$ cat src/rtl/spi_pwm_pkg.sv
// spi_pwm_pkg
// Shared constants and types for the SPI-controlled PWM bank.
//   CMD_W      : width of the SPI command byte (write flag + 7-bit address)
//   CTRL_ADDR  : address of the control register
//   CTRL_EN    : control bit index, global output enable
//   CTRL_INV   : control bit index, global output invert
//   frame_len  : total SPI frame length in bits for a given data width
package spi_pwm_pkg;

   localparam int CMD_W = 8;
   localparam logic [6:0] CTRL_ADDR = 7'h7F;
   localparam int CTRL_EN = 0;
   localparam int CTRL_INV = 1;

   // Kind of frame in progress, known once the command byte is complete.
   typedef enum logic [1:0] {
      FRAME_IDLE,
      FRAME_WRITE,
      FRAME_READ
   } frame_kind_e;

   // A frame is the command byte followed by one data word.
   function automatic int frame_len(input int width);
      return CMD_W + width;
   endfunction

endpackage

$ cat src/rtl/spi_frame_slave.sv
// spi_frame_slave
// Mode-0 SPI slave front end sampled in the clk domain. Synchronises the SPI
// pins, detects sclk edges, counts frame bits and assembles command/data.
//   clk, reset : system clock, synchronous active-high reset
//   sclk, cs, mosi : raw SPI pins (cs active-low)
//   miso       : registered serial read data, MSB first
//   wr_stb     : one-cycle pulse when a complete write frame arrives
//   rd_req     : one-cycle pulse when a read command byte completes
//   addr       : register address, valid with wr_stb and rd_req
//   data       : write data, valid with wr_stb
//   rd_data    : read value supplied by the register file alongside rd_req
module spi_frame_slave
   import spi_pwm_pkg::*;
#(
   parameter int WIDTH = 8
) (
   input  logic             clk,
   input  logic             reset,
   input  logic             sclk,
   input  logic             cs,
   input  logic             mosi,
   output logic             miso,
   output logic             wr_stb,
   output logic             rd_req,
   output logic [6:0]       addr,
   output logic [WIDTH-1:0] data,
   input  logic [WIDTH-1:0] rd_data
);

   localparam int FRAME = frame_len(WIDTH);
   localparam int CNT_W = $clog2(FRAME + 1);

   logic sclk_meta, sclk_sync, sclk_prev;
   logic cs_meta, cs_sync;
   logic mosi_meta, mosi_sync;

   logic [CNT_W-1:0] bit_cnt;
   logic [6:0]       cmd_sr;
   logic [WIDTH-2:0] data_sr;
   logic [WIDTH-1:0] out_buf;
   frame_kind_e      kind;
   logic             armed;

   logic             sclk_rise, sclk_fall, in_frame, cmd_last, data_last;
   logic [CMD_W-1:0] cmd_next;
   logic [WIDTH-1:0] data_next;

   // Two-flop synchronisers for every SPI pin plus a history flop on sclk.
   // cs idles high so a reset never looks like the start of a frame.
   always_ff @(posedge clk) begin
      if (reset) begin
         sclk_meta <= 1'b0;
         sclk_sync <= 1'b0;
         sclk_prev <= 1'b0;
         cs_meta   <= 1'b1;
         cs_sync   <= 1'b1;
         mosi_meta <= 1'b0;
         mosi_sync <= 1'b0;
      end else begin
         sclk_meta <= sclk;
         sclk_sync <= sclk_meta;
         sclk_prev <= sclk_sync;
         cs_meta   <= cs;
         cs_sync   <= cs_meta;
         mosi_meta <= mosi;
         mosi_sync <= mosi_meta;
      end
   end

   assign sclk_rise = sclk_sync & ~sclk_prev;
   assign sclk_fall = ~sclk_sync & sclk_prev;

   // After reset the slave only listens once cs has been seen high, so the
   // tail of a frame interrupted by reset is never mistaken for a new one.
   assign in_frame  = armed & ~cs_sync;

   assign cmd_next  = {cmd_sr, mosi_sync};
   assign data_next = {data_sr, mosi_sync};
   assign cmd_last  = in_frame & sclk_rise & (bit_cnt == CNT_W'(CMD_W - 1));
   assign data_last = in_frame & sclk_rise & (bit_cnt == CNT_W'(FRAME - 1))
                      & (kind == FRAME_WRITE);

   // While the last command bit arrives the address comes straight from the
   // shifter so a read can be answered on that same edge.
   assign addr   = cmd_last ? cmd_next[6:0] : cmd_sr;
   assign data   = data_next;
   assign wr_stb = data_last;
   assign rd_req = cmd_last & ~cmd_next[CMD_W-1];

   // Frame engine: the bit counter saturates at the frame length so extra
   // clocks are ignored; cs high clears everything, which discards partial
   // frames. Read data is shifted out on falling edges into a registered miso.
   always_ff @(posedge clk) begin
      if (reset) begin
         bit_cnt <= '0;
         cmd_sr  <= '0;
         data_sr <= '0;
         out_buf <= '0;
         kind    <= FRAME_IDLE;
         armed   <= 1'b0;
         miso    <= 1'b0;
      end else if (!in_frame) begin
         bit_cnt <= '0;
         out_buf <= '0;
         kind    <= FRAME_IDLE;
         miso    <= 1'b0;
         if (cs_sync) begin
            armed <= 1'b1;
         end
      end else begin
         if (sclk_rise && (bit_cnt != CNT_W'(FRAME))) begin
            bit_cnt <= bit_cnt + CNT_W'(1);
            if (bit_cnt < CNT_W'(CMD_W)) begin
               cmd_sr <= cmd_next[6:0];
            end else begin
               data_sr <= data_next[WIDTH-2:0];
            end
            if (cmd_last) begin
               kind <= cmd_next[CMD_W-1] ? FRAME_WRITE : FRAME_READ;
               if (!cmd_next[CMD_W-1]) begin
                  out_buf <= rd_data;
               end
            end
         end
         if (sclk_fall && (kind == FRAME_READ)) begin
            miso    <= out_buf[WIDTH-1];
            out_buf <= {out_buf[WIDTH-2:0], 1'b0};
         end
      end
   end

endmodule

$ cat src/rtl/spi_pwm_bank.sv
// spi_pwm_bank
// Bank of PWM channels configured over a mode-0 SPI slave port. Level writes
// land in a shadow register and are committed to the active level only at the
// end of a PWM period, so pulses never glitch.
//   CHANNELS, WIDTH : number of channels (1..127), level/counter width (2..16)
//   clk, reset      : system clock, synchronous active-high reset
//   sclk, cs, mosi  : SPI slave inputs (cs active-low)
//   miso            : SPI slave output
//   pwm_out         : registered PWM outputs, one per channel
module spi_pwm_bank
   import spi_pwm_pkg::*;
#(
   parameter int CHANNELS = 7,
   parameter int WIDTH    = 8
) (
   input  logic                clk,
   input  logic                reset,
   input  logic                sclk,
   input  logic                cs,
   input  logic                mosi,
   output logic                miso,
   output logic [CHANNELS-1:0] pwm_out
);

   // Last counter value of a period; the period is 2^WIDTH-1 clocks so a
   // full-scale level stays on for the whole period.
   localparam logic [WIDTH-1:0] CNT_LAST = WIDTH'((1 << WIDTH) - 2);

   logic [WIDTH-1:0] shadow     [CHANNELS];
   logic [WIDTH-1:0] active_lvl [CHANNELS];
   logic [1:0]       ctrl;
   logic [WIDTH-1:0] counter;

   logic             wr_stb, rd_req;
   logic [6:0]       reg_addr;
   logic [WIDTH-1:0] wr_data, rd_data;

   spi_frame_slave #(
      .WIDTH(WIDTH)
   ) u_slave (
      .clk    (clk),
      .reset  (reset),
      .sclk   (sclk),
      .cs     (cs),
      .mosi   (mosi),
      .miso   (miso),
      .wr_stb (wr_stb),
      .rd_req (rd_req),
      .addr   (reg_addr),
      .data   (wr_data),
      .rd_data(rd_data)
   );

   // Register writes: channel levels go to the shadow copy, the control
   // register takes effect immediately. Unmapped addresses are dropped.
   always_ff @(posedge clk) begin
      if (reset) begin
         ctrl <= '0;
         for (int i = 0; i < CHANNELS; i++) begin
            shadow[i] <= '0;
         end
      end else if (wr_stb) begin
         if (reg_addr == CTRL_ADDR) begin
            ctrl <= wr_data[1:0];
         end
         for (int i = 0; i < CHANNELS; i++) begin
            if (reg_addr == 7'(i)) begin
               shadow[i] <= wr_data;
            end
         end
      end
   end

   // Read-back returns the level actually in use, not a pending shadow.
   always_comb begin
      rd_data = '0;
      if (rd_req) begin
         if (reg_addr == CTRL_ADDR) begin
            rd_data = WIDTH'(ctrl);
         end
         for (int i = 0; i < CHANNELS; i++) begin
            if (reg_addr == 7'(i)) begin
               rd_data = active_lvl[i];
            end
         end
      end
   end

   // Period counter and commit. On the last count every shadow is copied to
   // its active level; a write landing in that same cycle only reaches the
   // shadow and therefore waits for the following wrap.
   always_ff @(posedge clk) begin
      if (reset) begin
         counter <= '0;
         for (int i = 0; i < CHANNELS; i++) begin
            active_lvl[i] <= '0;
         end
      end else if (counter == CNT_LAST) begin
         counter <= '0;
         for (int i = 0; i < CHANNELS; i++) begin
            active_lvl[i] <= shadow[i];
         end
      end else begin
         counter <= counter + WIDTH'(1);
      end
   end

   // Output stage: compare, apply invert, gate with enable, then register.
   always_ff @(posedge clk) begin
      if (reset) begin
         pwm_out <= '0;
      end else begin
         for (int i = 0; i < CHANNELS; i++) begin
            pwm_out[i] <= ctrl[CTRL_EN]
                          & ((counter < active_lvl[i]) ^ ctrl[CTRL_INV]);
         end
      end
   end

endmodule

$ cat config.mk
export PLATFORM = sky130hd
export DESIGN_NAME = spi_pwm_bank
export DESIGN_NICKNAME = d
export VERILOG_FILES = /design/src/rtl/spi_pwm_pkg.sv /design/src/rtl/spi_frame_slave.sv /design/src/rtl/spi_pwm_bank.sv
export SDC_FILE = /design/constraint.sdc
export NUM_CORES = 1
export LEC_CHECK = 0
export ABC_AREA = 1
export CORE_MARGIN = 3
export CORE_UTILIZATION = 48
export CTS_BUF_LIST = sky130_fd_sc_hd__clkbuf_8
export DETAILED_ROUTE_END_ITERATION = 16
export PLACE_DENSITY = 0.66
export RECOVER_POWER = 50
export SYNTH_ARGS = -nofsm -noshare
export SYNTH_HDL_FRONTEND = slang
export SYNTH_HIERARCHICAL = 1
export SYNTH_SLANG_ARGS = --single-unit
$ cat constraint.sdc
create_clock -name clk -period 2.55 [get_ports clk]
set_input_delay 0.255 -clock clk [delete_from_list [all_inputs] [get_ports clk]]
set_output_delay 0.255 -clock clk [all_outputs]
set_load 0.005 [all_outputs]
== Word level (Yosys, flattened, before mapping) ==
Memories as Yosys holds them, arrays and structs flattened.
Index checks and enable logic that the tools add are counted.

* Flip-flop bits (word level): 55
* Memory bits (writable): 112
* Output and inout bits: 8
* Word-level logic and storage cells: 163
* Memories: 2

* Add/sub/neg operators: 2
* Order comparisons: 8
* Equal/unequal tests: 14
* Mux-type cells: 62
* Bitwise logic cells: 42
* Reduce and logical (&&, ||, !) cells: 15

{| class="wikitable"
|+ Memory list
! memory !! words !! width !! read ports !! clocked after memory_dff !! write ports !! line !! text
|-
| active_lvl || 7 || 8 || 7 || 0 || 7 || spi_pwm_bank.sv:30 || <nowiki>logic [WIDTH-1:0] active_lvl [CHANNELS];</nowiki>
|-
| shadow || 7 || 8 || 7 || 0 || 7 || spi_pwm_bank.sv:29 || <nowiki>logic [WIDTH-1:0] shadow [CHANNELS];</nowiki>
|}

{| class="wikitable"
|+ Operators by type and width
! operator !! count
|-
| $mux W8 || 26
|-
| $lt A8 B8 Y1 || 7
|-
| $mux W1 || 33
|-
| $eq A7 B3 Y1 const B || 3
|-
| $and A1 B1 Y1 || 15
|-
| $eq A7 B2 Y1 const B || 2
|-
| $or A1 B1 Y1 || 14
|-
| $reduce_and A3 Y1 || 4
|-
| $add A8 B1 Y8 const B || 1
|-
| $eq A8 B8 Y1 const B || 1
|-
| $eq A7 B1 Y1 const B || 1
|-
| $eq A7 B7 Y1 const B || 1
|-
| $logic_not A7 Y1 || 1
|-
| $mux W7 || 1
|-
| $xor A1 B1 Y1 || 7
|-
| $not A1 Y1 || 6
|-
| $reduce_and A2 Y1 || 3
|-
| $add A5 B1 Y5 const B || 1
|-
| $eq A5 B3 Y1 const B || 1
|-
| $eq A5 B4 Y1 const B || 1
|-
| $lt A5 B4 Y1 const B || 1
|-
| $ne A5 B5 Y1 const B || 1
|-
| $mux W2 || 2
|-
| $reduce_bool A2 Y1 || 2
|-
| other kinds (6) || 8
|}

== Logic depth before layout (Yosys ltp) ==
* Depth after elaboration: 19
* Mapped depth: 23

== Cells and area by module ==
The synthesis kept the hierarchy.

{| class="wikitable"
|+ Modules (own cells, without submodules)
! module !! instances !! cells each !! area each (µm²) !! sequential area each (µm²)
|-
| spi_pwm_bank || 1 || 746 || 6826.5 || 3703.6
|-
| spi_frame_slave || 1 || 256 || 1809.2 || 760.7
|}

== Least setup slack after synthesis ==
Ideal clock, no wire load.

* Path kind: register -> register
* From: register u_slave.bit_cnt[0]
* To: memory shadow[6][0], enable pin
* Setup time: 0.384 ns
* Arrival: 2.436 ns
* Required time: 2.166 ns
* Setup slack: -0.270 ns
* Stages on the path, launching flop included: 12
* Path buffers: 2
* Period minus slack after synthesis: 2.820 ns
* Cells stage by stage: dfxtp_1 -> ha_1 -> nand2_1 -> nor2_4 -> nand2_2 -> buf_2 -> o21ai_0 -> nand2_1 -> nor2_1 -> nand2_1 -> buf_2 -> o21ai_0

{| class="wikitable"
|+ RTL lines
! item !! line !! text
|-
| start, declared || spi_frame_slave.sv:37 || <nowiki>logic [CNT_W-1:0] bit_cnt;</nowiki>
|-
| start signal, assigned || spi_frame_slave.sv:112 || <nowiki>bit_cnt <= bit_cnt + CNT_W'(1);</nowiki>
|-
| end, declared || spi_pwm_bank.sv:29 ||
|}

== Final worst setup path ==
* From: register u_slave.bit_cnt[1]
* To: register u_slave.out_buf[3]

* Longest elaborated chain between the ends: 16
* Elaborated cells between the ends (all ways): 28
* Those cells by class: 8 x eq/ne; 13 x mux; 2 x bitwise; 5 x reduce/logical

{| class="wikitable"
|+ Ends and longest elaborated chain
! item !! line !! text
|-
| $eq A5 B3 Y1 * || spi_frame_slave.sv:79 || <nowiki>assign cmd_last = in_frame & sclk_rise & (bit_cnt == CNT_W'(CMD_W - 1));</nowiki>
|-
| $and A1 B1 Y1 * || spi_frame_slave.sv:79 ||
|-
| $mux W7 * || spi_frame_slave.sv:85 || <nowiki>assign addr = cmd_last ? cmd_next[6:0] : cmd_sr;</nowiki>
|-
| named net reg_addr[4] || spi_pwm_bank.sv:35 || <nowiki>logic [6:0] reg_addr;</nowiki>
|-
| $logic_not A7 Y1 || spi_pwm_bank.sv:82 || <nowiki>if (reg_addr == 7'(i)) begin</nowiki>
|-
| $mux W8 (6 in a row) || spi_pwm_bank.sv:82 ||
|-
| $mux W8 * || spi_pwm_bank.sv:82 ||
|-
| $mux W8 * || spi_pwm_bank.sv:77 || <nowiki>if (rd_req) begin</nowiki>
|-
| named net rd_data[3] || spi_pwm_bank.sv:36 || <nowiki>logic [WIDTH-1:0] wr_data, rd_data;</nowiki>
|-
| $mux W8 * || spi_frame_slave.sv:120 || <nowiki>if (!cmd_next[CMD_W-1]) begin</nowiki>
|-
| $mux W8 * || spi_frame_slave.sv:118 || <nowiki>if (cmd_last) begin</nowiki>
|-
| $mux W8 * || spi_frame_slave.sv:111 || <nowiki>if (sclk_rise && (bit_cnt != CNT_W'(FRAME))) begin</nowiki>
|-
| $mux W8 * || spi_frame_slave.sv:125 || <nowiki>if (sclk_fall && (kind == FRAME_READ)) begin</nowiki>
|-
| end signal, assigned || spi_frame_slave.sv:121 || <nowiki>out_buf <= rd_data;</nowiki>
|-
| end signal, assigned || spi_frame_slave.sv:127 || <nowiki>out_buf <= {out_buf[WIDTH-2:0], 1'b0};</nowiki>
|-
| end, declared || spi_frame_slave.sv:40 || <nowiki>logic [WIDTH-1:0] out_buf;</nowiki>
|}

Mark *: on every way through the listed nets, which the timed path passes. The rest lies on a longest branch. The select of a mux whose other input is x is not followed.
A chain may end at the register's enable or synchronous reset.

==> impl_metrics.ini <==
[worst_setup_path]
path_common_cell = nand2_1
timing.rr.end = u_slave/out_buf[3]
crit_type = register to register
cp_cell_sequence = ha_4 > nand2_4 > nor2_4 > nand2_4 > nand2_1 > o21ai_1 > buf_4 > nor2_4 > nand2_2 > buf_6 > nor3_4 > buf_6 > nand2_2 > nand4_1 > nand2_1 > inv_1 > inv_2 > nor2_2 > nand3_1 > nand2_1 > nor2_1 > nor2_1
reg2reg_depth = 22
path_delay_family = simple AND/OR/NAND/NOR gates
path_depth = 22
worst-path-max-fanout = 8
endpoint_kind = register
critPathBufInv = 5
crit_slowest_cell = dfxtp_2
reg2reg_slack_ns = 0.07
crit_arrival_ns = 2.88
worstPathRequired_ns = 2.95
start_kind = register
worst_path_largest_cell_delay_ns = 0.36
r2r-start = u_slave/bit_cnt[1]
endpoint = u_slave/out_buf[3]
crit_start = u_slave/bit_cnt[1]

[logic_synthesis]
yosys_warnings = 6
synth_most_common_cell = inv_1
ys_async_sr_fraction = 0
syn-instance-count = 1002
synthFlopType = edfxtp_1
synth_area_leader_cell = edfxtp_1
synthTopCellsByCount = inv_1 (211), nor2_1 (176), nand2_1 (136), edfxtp_1 (112), dfxtp_1 (55)
synth.distinct_cells = 35
ys_ff_latch = 167
syn_area_per_cell_um2 = 8.62
syn_nets = 1061
ys_top_cells_by_area = edfxtp_1 (39%), dfxtp_1 (13%), inv_1 (9.2%)
synth_top_area_frac = 0.389
seq_area_frac_synth = 0.517
synth_enable_flop_cells = 112
syn_area_um2 = 8640

[timing]
rsz0062_at_grt = true
finalSetupViolations = 0
fin_crit_sh = 0.973
worst_pin_slew_ns = 0.828
drv_slew = 0
skew_ns = 0.0103
slew_headroom = 0.446
fmax_ghz = 0.403
fin_crit_ns = 2.48
hold_ws_ns = 0.297
hold_viol_final = 0

[hold_path]
holdPathStages = 3
hold_class = input port to register

[floorplan]
fp.dieArea_um2 = 19600
die_y_um = 140
num_io_pins = 13
coreArea_um2 = 17500
start_util = 0.494
die_x_um = 140
rows = 48

[grt]
grtUsageMet1 = 0.301
grt_usage = 0.212
grt.met2_usage = 0.325
grt.met3_usage = 0.0335
grt_max_degree = 30
antenna_found_initial = 0
grt_pass1_vias = 6252
grt.busiest_layer = met2
grt_pass1_wl_um = 32500
grt_overflow = 0

[clocking]
tritoncts = yes
cts_sinks = 167
cts_buffers = 17
hold_buffers = 0
insertion_delay_ns = 0.46
cts_root_buf = clkbuf_8
clk_pin_slew_worst_paths_ns = 0.09
htree_num_levels = 4
cts_buffer_depth = 2

[pwr]
ir_drop_uv = 302
leakagePower_nw = 4.33
power_density_nw_per_um2 = 509

[finish]
synthToLayoutAreaGrowth_pct = 16.5
drive_gt1_frac = 0.161
final-seq-area_um2 = 4470
utilization = 0.576
finalNetCount = 1145
fill_cells = 1544
multi_input_area_um2 = 3340
num_antenna_cells = 0
fin_cells = 1324

[placement]
dpl.cell_count = 1282
hpwl_um = 15000
portBuffers = 12
routabilityCongestion = 0.996

[detailed_routing]
drtIter0Drc = 586
firstDrtPassIters = 5
via_count = 6565
ant_nets = 0
drt_wl_total_um = 20100
wl_per_cell_um = 15.2
vias_per_cell = 4.96
drc = 0

[job]
maxCapViolCount = 0

[status]
status = finished clean
-- worst min-delay path by stage --
stage | startpoint | endpoint | slack [ns]
after floorplan | reset | u_slave/armed | 0.32
after global placement | u_slave/cs_meta | u_slave/cs_sync | 0.39
after detailed placement | u_slave/cs_meta | u_slave/cs_sync | 0.40
after CTS | sclk | u_slave/sclk_meta | 0.28
after global routing | sclk | u_slave/sclk_meta | 0.28
final | sclk | u_slave/sclk_meta | 0.30
-- what timing repair did --
action                                  CTS  global route
setup buffers                             1             7
endpoints found under the setup margin   28            79
pin swaps                                 3            22
gates cloned                              1             1
gates resized for setup                   9            43
-- sequential cells by signal, summed over array words and instances, names as in the netlist, 5 cells and up --
register         cells
active_lvl          56
shadow              56
u_slave/data_sr      7
counter              8
u_slave/cmd_sr       7
pwm_out              7
u_slave/bit_cnt      5
u_slave/out_buf      8
-- metrics by stage --
stage / TNS (ns) / setup slack, ns / area, um^2 / power (W)
after floorplan: 0 / 0.00618 / 8650 / 0.00319
after global placement: -0.356 / -0.0759 / 9480 / 0.00330
after detailed placement: -1.17 / -0.116 / 9480 / 0.00331
after CTS: 0 / 0.00513 / 9900 / 0.00515
after global routing: -0.853 / -0.156 / 10100 / 0.00531
final: 0 / 0.0698 / 10100 / 0.00512
-- power by group --
group	switching [W]	internal, W	leakage (nW)	total, W
Sequential	0.0000358	0.00294	1.64	0.00297
Combinational	0.000181	0.0000977	2.49	0.000278
Clock	0.00100	0.000871	0.191	0.00187
Total	0.00122	0.00391	4.33	0.00512
-- routing by layer --
layer | wire [um] | part of all wire | vias to the layer above
li1 | - | - | 3348
met1 | 9470 | 0.47 | 2978
met2 | 8880 | 0.44 | 197
met3 | 1050 | 0.052 | 42
met4 | 662 | 0.033 | 0
met5 | 0 | 0 | -
-- cell usage in the layout, fill, tap and decap left out, drive strengths merged, types with 2 or more instances in the layout --
cell type,count
a21oi,53
buf,71
bufinv,2
clkbuf,20
clkdlybuf4s50,11
clkinv,10
clkinvlp,2
dfxtp,55
edfxtp,112
ha,54
inv,220
nand2,145
nand3,42
nand4,24
nor2,201
nor3,13
nor3b,2
o21ai,47
o31a,7
or2,4
-- area by class of cell --
class / instances / share of cell area
Sequential cell: 167 / 0.444
Multi-Input combinational cell: 595 / 0.332
Inverter: 219 / 0.0819
Timing Repair Buffer: 86 / 0.0760
Tap cell: 225 / 0.0280
Clock buffer: 17 / 0.0233
Clock inverter: 15 / 0.0150
-- worst register-to-register path, delay by kind of cell (launching register included) --
kind | cells | cell delay, ns
compound gates | 1 | 0.07
simple gates | 15 | 1.30
fa+ha+maj | 1 | 0.16
flops | 1 | 0.36
buf+inv | 5 | 0.53
-- logic make-up after synthesis --
group | count (synthesis) | synth area share
simple gates | 431 | 0.226
buf+inv | 241 | 0.112
flops | 167 | 0.517
compound gates | 108 | 0.0659
fa+ha+maj | 54 | 0.0782
xor+xnor | 1 | 0.00101
Power figures use the tool's default switching activity.
